$ cat src/rtl/serial_rx.sv
// -----------------------------------------------------------------------------
// serial_rx -- 8N1 UART receiver, LSB first, idle-high line.
//
// The bit period is DIV = CLK_HZ / BAUD clocks (DIV >= 4).
// Bits are sampled at mid-bit, timed from the first low synchronized sample (t0):
//   - start bit at t0 + DIV/2
//   - data bit k at t0 + DIV/2 + (k+1)*DIV
//   - stop bit at t0 + DIV/2 + 9*DIV
//
// Ports
//   clk        system clock, rising edge
//   rst        asynchronous active-high reset
//   rxd        asynchronous serial input (idle high)
//   dout[7:0]  last good byte, held until the next good frame
//   valid      one-cycle pulse when dout updates
//   ferr       one-cycle pulse when a stop bit is sampled low
//   busy       high in any state other than IDLE
//   hex_hi     dout[7:4]
//   hex_lo     dout[3:0]
//   dbg_state  current FSM state (0 IDLE, 1 START, 2 DATA, 3 STOP)
//
// Output handshake: valid and ferr are single-cycle strobes. There is no ready
// input; a consumer must capture dout in the cycle valid is high. dout holds
// its value until the next good frame, so a late read still sees the same byte.
// -----------------------------------------------------------------------------
module serial_rx #(
  parameter int CLK_HZ = 50000000,
  parameter int BAUD   = 115200
) (
  input  logic       clk,
  input  logic       rst,
  input  logic       rxd,
  output logic [7:0] dout,
  output logic       valid,
  output logic       ferr,
  output logic       busy,
  output logic [3:0] hex_hi,
  output logic [3:0] hex_lo,
  output logic [1:0] dbg_state
);

  localparam int DIV = CLK_HZ / BAUD;
  // Wide enough to hold DIV-1. For DIV = 2**16 this is 16 bits.
  localparam int CW  = (DIV > 2) ? $clog2(DIV) : 1;

  // Counter reload values.
  // The counter counts down to zero, so a reload of N-1 gives a sample N
  // cycles after the reload.
  localparam logic [CW-1:0] HALF_M1 = CW'(DIV / 2 - 1);
  localparam logic [CW-1:0] FULL_M1 = CW'(DIV - 1);

  typedef enum logic [1:0] {
    S_IDLE  = 2'd0,
    S_START = 2'd1,
    S_DATA  = 2'd2,
    S_STOP  = 2'd3
  } state_t;

  state_t          r_state;
  logic            r_sync1;
  logic            r_rxd_s;
  logic            r_rxd_prev;
  logic [CW-1:0]   r_baud;
  logic [2:0]      r_bitcnt;
  logic [7:0]      r_shift;
  logic            w_fall;
  logic            w_tick;

  // Two-flop synchronizer, plus one more flop for falling-edge detection.
  // All three flops reset to 1 so that a reset reads as an idle line.
  always_ff @(posedge clk or posedge rst) begin
    if (rst) begin
      r_sync1    <= 1'b1;
      r_rxd_s    <= 1'b1;
      r_rxd_prev <= 1'b1;
    end else begin
      r_sync1    <= rxd;
      r_rxd_s    <= r_sync1;
      r_rxd_prev <= r_rxd_s;
    end
  end

  assign w_fall = r_rxd_prev & ~r_rxd_s;
  assign w_tick = (r_baud == '0);

  // Receive FSM.
  // Falling edges are only looked at in IDLE, so a frame is never
  // resynchronized once it has started.
  always_ff @(posedge clk or posedge rst) begin
    if (rst) begin
      r_state  <= S_IDLE;
      r_baud   <= '0;
      r_bitcnt <= '0;
      r_shift  <= '0;
      dout     <= '0;
      valid    <= 1'b0;
      ferr     <= 1'b0;
    end else begin
      valid <= 1'b0;
      ferr  <= 1'b0;
      case (r_state)
        S_IDLE: begin
          if (w_fall) begin
            r_bitcnt <= '0;
            r_baud   <= HALF_M1;
            r_state  <= S_START;
          end
        end
        S_START: begin
          if (w_tick) begin
            if (!r_rxd_s) begin
              r_baud  <= FULL_M1;
              r_state <= S_DATA;
            end else begin
              // The line was high again at mid start bit, so treat it as a glitch.
              r_state <= S_IDLE;
            end
          end else begin
            r_baud <= r_baud - 1'b1;
          end
        end
        S_DATA: begin
          if (w_tick) begin
            r_shift  <= {r_rxd_s, r_shift[7:1]};
            r_baud   <= FULL_M1;
            r_bitcnt <= r_bitcnt + 3'd1;
            if (r_bitcnt == 3'd7) begin
              r_state <= S_STOP;
            end
          end else begin
            r_baud <= r_baud - 1'b1;
          end
        end
        S_STOP: begin
          if (w_tick) begin
            if (r_rxd_s) begin
              dout  <= r_shift;
              valid <= 1'b1;
            end else begin
              ferr <= 1'b1;
            end
            r_state <= S_IDLE;
          end else begin
            r_baud <= r_baud - 1'b1;
          end
        end
        default: r_state <= S_IDLE;
      endcase
    end
  end

  assign busy      = (r_state != S_IDLE);
  assign hex_hi    = dout[7:4];
  assign hex_lo    = dout[3:0];
  assign dbg_state = r_state;

endmodule

$ cat config.mk
export PLATFORM = sky130hd
export DESIGN_NAME = serial_rx
export DESIGN_NICKNAME = d
export VERILOG_FILES = /design/src/rtl/serial_rx.sv
export SDC_FILE = /design/constraint.sdc
export NUM_CORES = 1
export LEC_CHECK = 0
export BUFFER_PORTS_ARGS = -buffer_cell sky130_fd_sc_hd__buf_2
export CAP_MARGIN = 20
export CORE_MARGIN = 4
export CORE_UTILIZATION = 40
export CTS_CLUSTER_SIZE = 40
export DETAILED_ROUTE_END_ITERATION = 8
export PLACE_DENSITY = 0.67
export SYNTH_ARGS = -nofsm -noshare
export SYNTH_HDL_FRONTEND = slang
export SYNTH_SLANG_ARGS = --single-unit
export TNS_END_PERCENT = 50
$ cat constraint.sdc
create_clock -name clk -period 2.1 [get_ports clk]
set_input_delay 0.21 -clock clk [delete_from_list [all_inputs] [get_ports clk]]
set_output_delay 0.21 -clock clk [all_outputs]
set_load 0.05 [all_outputs]
==> flow_summary.ini <==
[outcome]
status = completed

[drt]
first_pass_iters = 4
vias = 1405
routed_wl_um = 3869
wl_per_cell_um = 15.29
drcViolationCount = 0
drt_iter0_drc = 64
avgViaCountPerCell = 5.553
ant_nets = 0

[clock_network]
path_clk_slew_ps = 80
cts-root-buf = clkbuf_8
post_cts_resized = 0
postCtsSetupRepairBufs = 0
cts_tree = built
tritoncts.num_buffers = 5
cts_buffer_depth = 2
cts.sinks = 35
htree_num_levels = 2
cts_hold_buffers = 0
insertion_delay_ps = 290

[power]
p_leak_nw = 1.120
comb_power_share_pct = 47.4
internal_power_w = 0.001714
power_density_mw_per_mm2 = 1302
clockPowerShare_pct = 21.6
p_sw_share_pct = 40.85
ir_worst_vdd_mv = 0.4574
p_switching_w = 0.001184
pwr-share-seq_pct = 31.0

[global_routing]
grt_pass1_wl_um = 6982
grt.overflow.total = 0
grt_start_max_net_pins = 36
antenna_found_initial = 0
grt_pass1_vias = 1371
grt_use_total_pct = 14.77

[timing]
slew_violations = 0
finalSetupTns_ps = 0
worst_clock_skew_ps = 3.053
fin_crit_sh_pct = 93.12
fmax_mhz = 511.4
setup_viol = 0
holdWs_ps = 14.17
fin_crit_ps = 1956
relSlewSlack_pct = 70.49
hold_viol_final = 0
setup_ws_ps = 144.5
rsz0062_at_grt = false
worst_pin_slew_ps = 439.3

[synth]
synthCells = 168
synth_flop_cell = dfrtp_1
yosysUniqueCellTypes = 44
yosysSeqAreaShare_pct = 46.59
ys_ff_latch = 35
netlist_top_cells_count = dfrtp_1 (32), mux2_2 (17), inv_1 (9), o31ai_1 (9)
synth_edf_count = 0
yosys.cell_count.top_type = dfrtp_1
yosysWarnings = 0
ys_async_sr_fraction_pct = 100.0
netlist_area_mm2 = 0.001888
yosys.area.top_type = dfrtp_1
synth.top_cell.area_share_pct = 42.41
avgSynthCellArea_um2 = 11.24
synth_area_leaders = dfrtp_1 (42%), mux2_2 (10%), ha_1 (5.3%)
syn_nets = 179

[placed_design]
place_inst = 245
io_buffer_count = 23
place_congestion = 0.8568
pre_cts_ws_ps = 76.70
dp_hpwl_um = 2774

[finish]
fillers = 398
layout-drive-gt1-share_pct = 39.80
nNetsFinal = 211
syn2layout_area_growth_pct = 17.89
finalNonFillerCells = 253
n_antenna_cell = 0
final_util_pct = 49.75

[worst_hold_path]
hold_class = in2async

[critical_path]
cp-end-kind = flop
r2r_setup_slack_ps = 140
crit_start = r_baud[1]$_DFFE_PP0P_
cp-start-kind = flop
arrival_ps = 2140
critical_path_required_ps = 2290
path_class = reg2reg
reg2reg_from = r_baud[1]$_DFFE_PP0P_
cp_max_fo = 8

[floorplanning]
initial_core_util_pct = 42.20
die-width_um = 76.71
die-area_mm2 = 0.005884
die-height_um = 76.71
core_mm2 = 0.004474
rows = 24
io_pins = 24

[flow_run]
cap_viol_max_count = 0
[path summary, 6_finish.rpt]
| path | endpoint | depth (start not counted) |
|---|---|---|
| max | r_baud[5]$_DFFE_PP0P_ | 7 |
| max reg2reg | r_baud[5]$_DFFE_PP0P_ | 7 |
| max in group asynchronous | r_sync1$_DFF_PP1_ | 3 |
| min reg2reg | r_rxd_s$_DFF_PP1_ | 0 |
| min | ferr$_DFF_PP0_ | 3 |
| min in group clk | r_sync1$_DFF_PP1_ | 1 |
[state kept, by name, indices dropped and copies added, names as in the netlist, named ones only]
name        count
ferr            1
r_bitcnt        3
r_shift         8
valid           1
r_baud          9
r_rxd_s         1
dbg_state       1
r_rxd_prev      1
dout            8
r_sync1         1
[layout by cell type (no fill, tap or decap), types with 6 or more instances in the layout]
master,count
dfrtp_1,30
buf_2,23
mux2_2,17
buf_4,17
o31ai_1,9
inv_1,8
ha_1,8
nor2_1,7
o21ai_0,6
[through the flow]
step	area, um^2	power, W
floorplan	1896	0.001878
global placement	2101	0.002241
detailed placement	2101	0.002255
CTS	2217	0.002903
global route	2226	0.003118
finish	2226	0.002899
[cell families after synthesis]
group	count (synthesis)	synth area share, %
buffers and inverters	24	7.157
and+or+nand+nor	38	13.06
AOI/OAI and AO/OA	45	17.23
muxes	18	10.67
adders and majority gates	8	5.302
DFF	35	46.59
[metal layers]
| metal | global-route usage, % | routed length [um] | vias to the layer above |
|---|---|---|---|
| met3 | 3.162 | 160 | 8 |
| met1 | 20.15 | 1866 | 683 |
| li1 | - | - | 684 |
| met2 | 22.47 | 1771 | 30 |
| met5 | 0 | 0 | - |
| met4 | 6.522 | 71 | 0 |
[power groups by stage]
stage	registers, W	clock network (W)	logic [W]
detailed placement	0.000903	0	0.00135
finish	0.000899	0.000627	0.00137
floorplan	0.000958	0	0.000920
global placement	0.000901	0	0.00134
global route	0.000912	0.000676	0.00153
CTS	0.000892	0.000644	0.00137
[area by class of cell]
type,count,area [um^2],share of cell area (%)
clock inverter,3,47.55,2.136
timing repair buffer,40,242.7,10.91
multi-input combinational,109,882.1,39.63
clock buffer,5,68.82,3.092
inverter,9,37.54,1.686
sequential,35,882.1,39.63
tap,52,65.06,2.923
[worst max-delay path: stages, from the launching register on]
cell	delay, ps
dfrtp_1	420
inv_1	70
ha_1	200
or4b_4	510
nor3_4	210
buf_4	190
a211oi_1	50
o22a_2	200
Power figures use the tool's default switching activity.
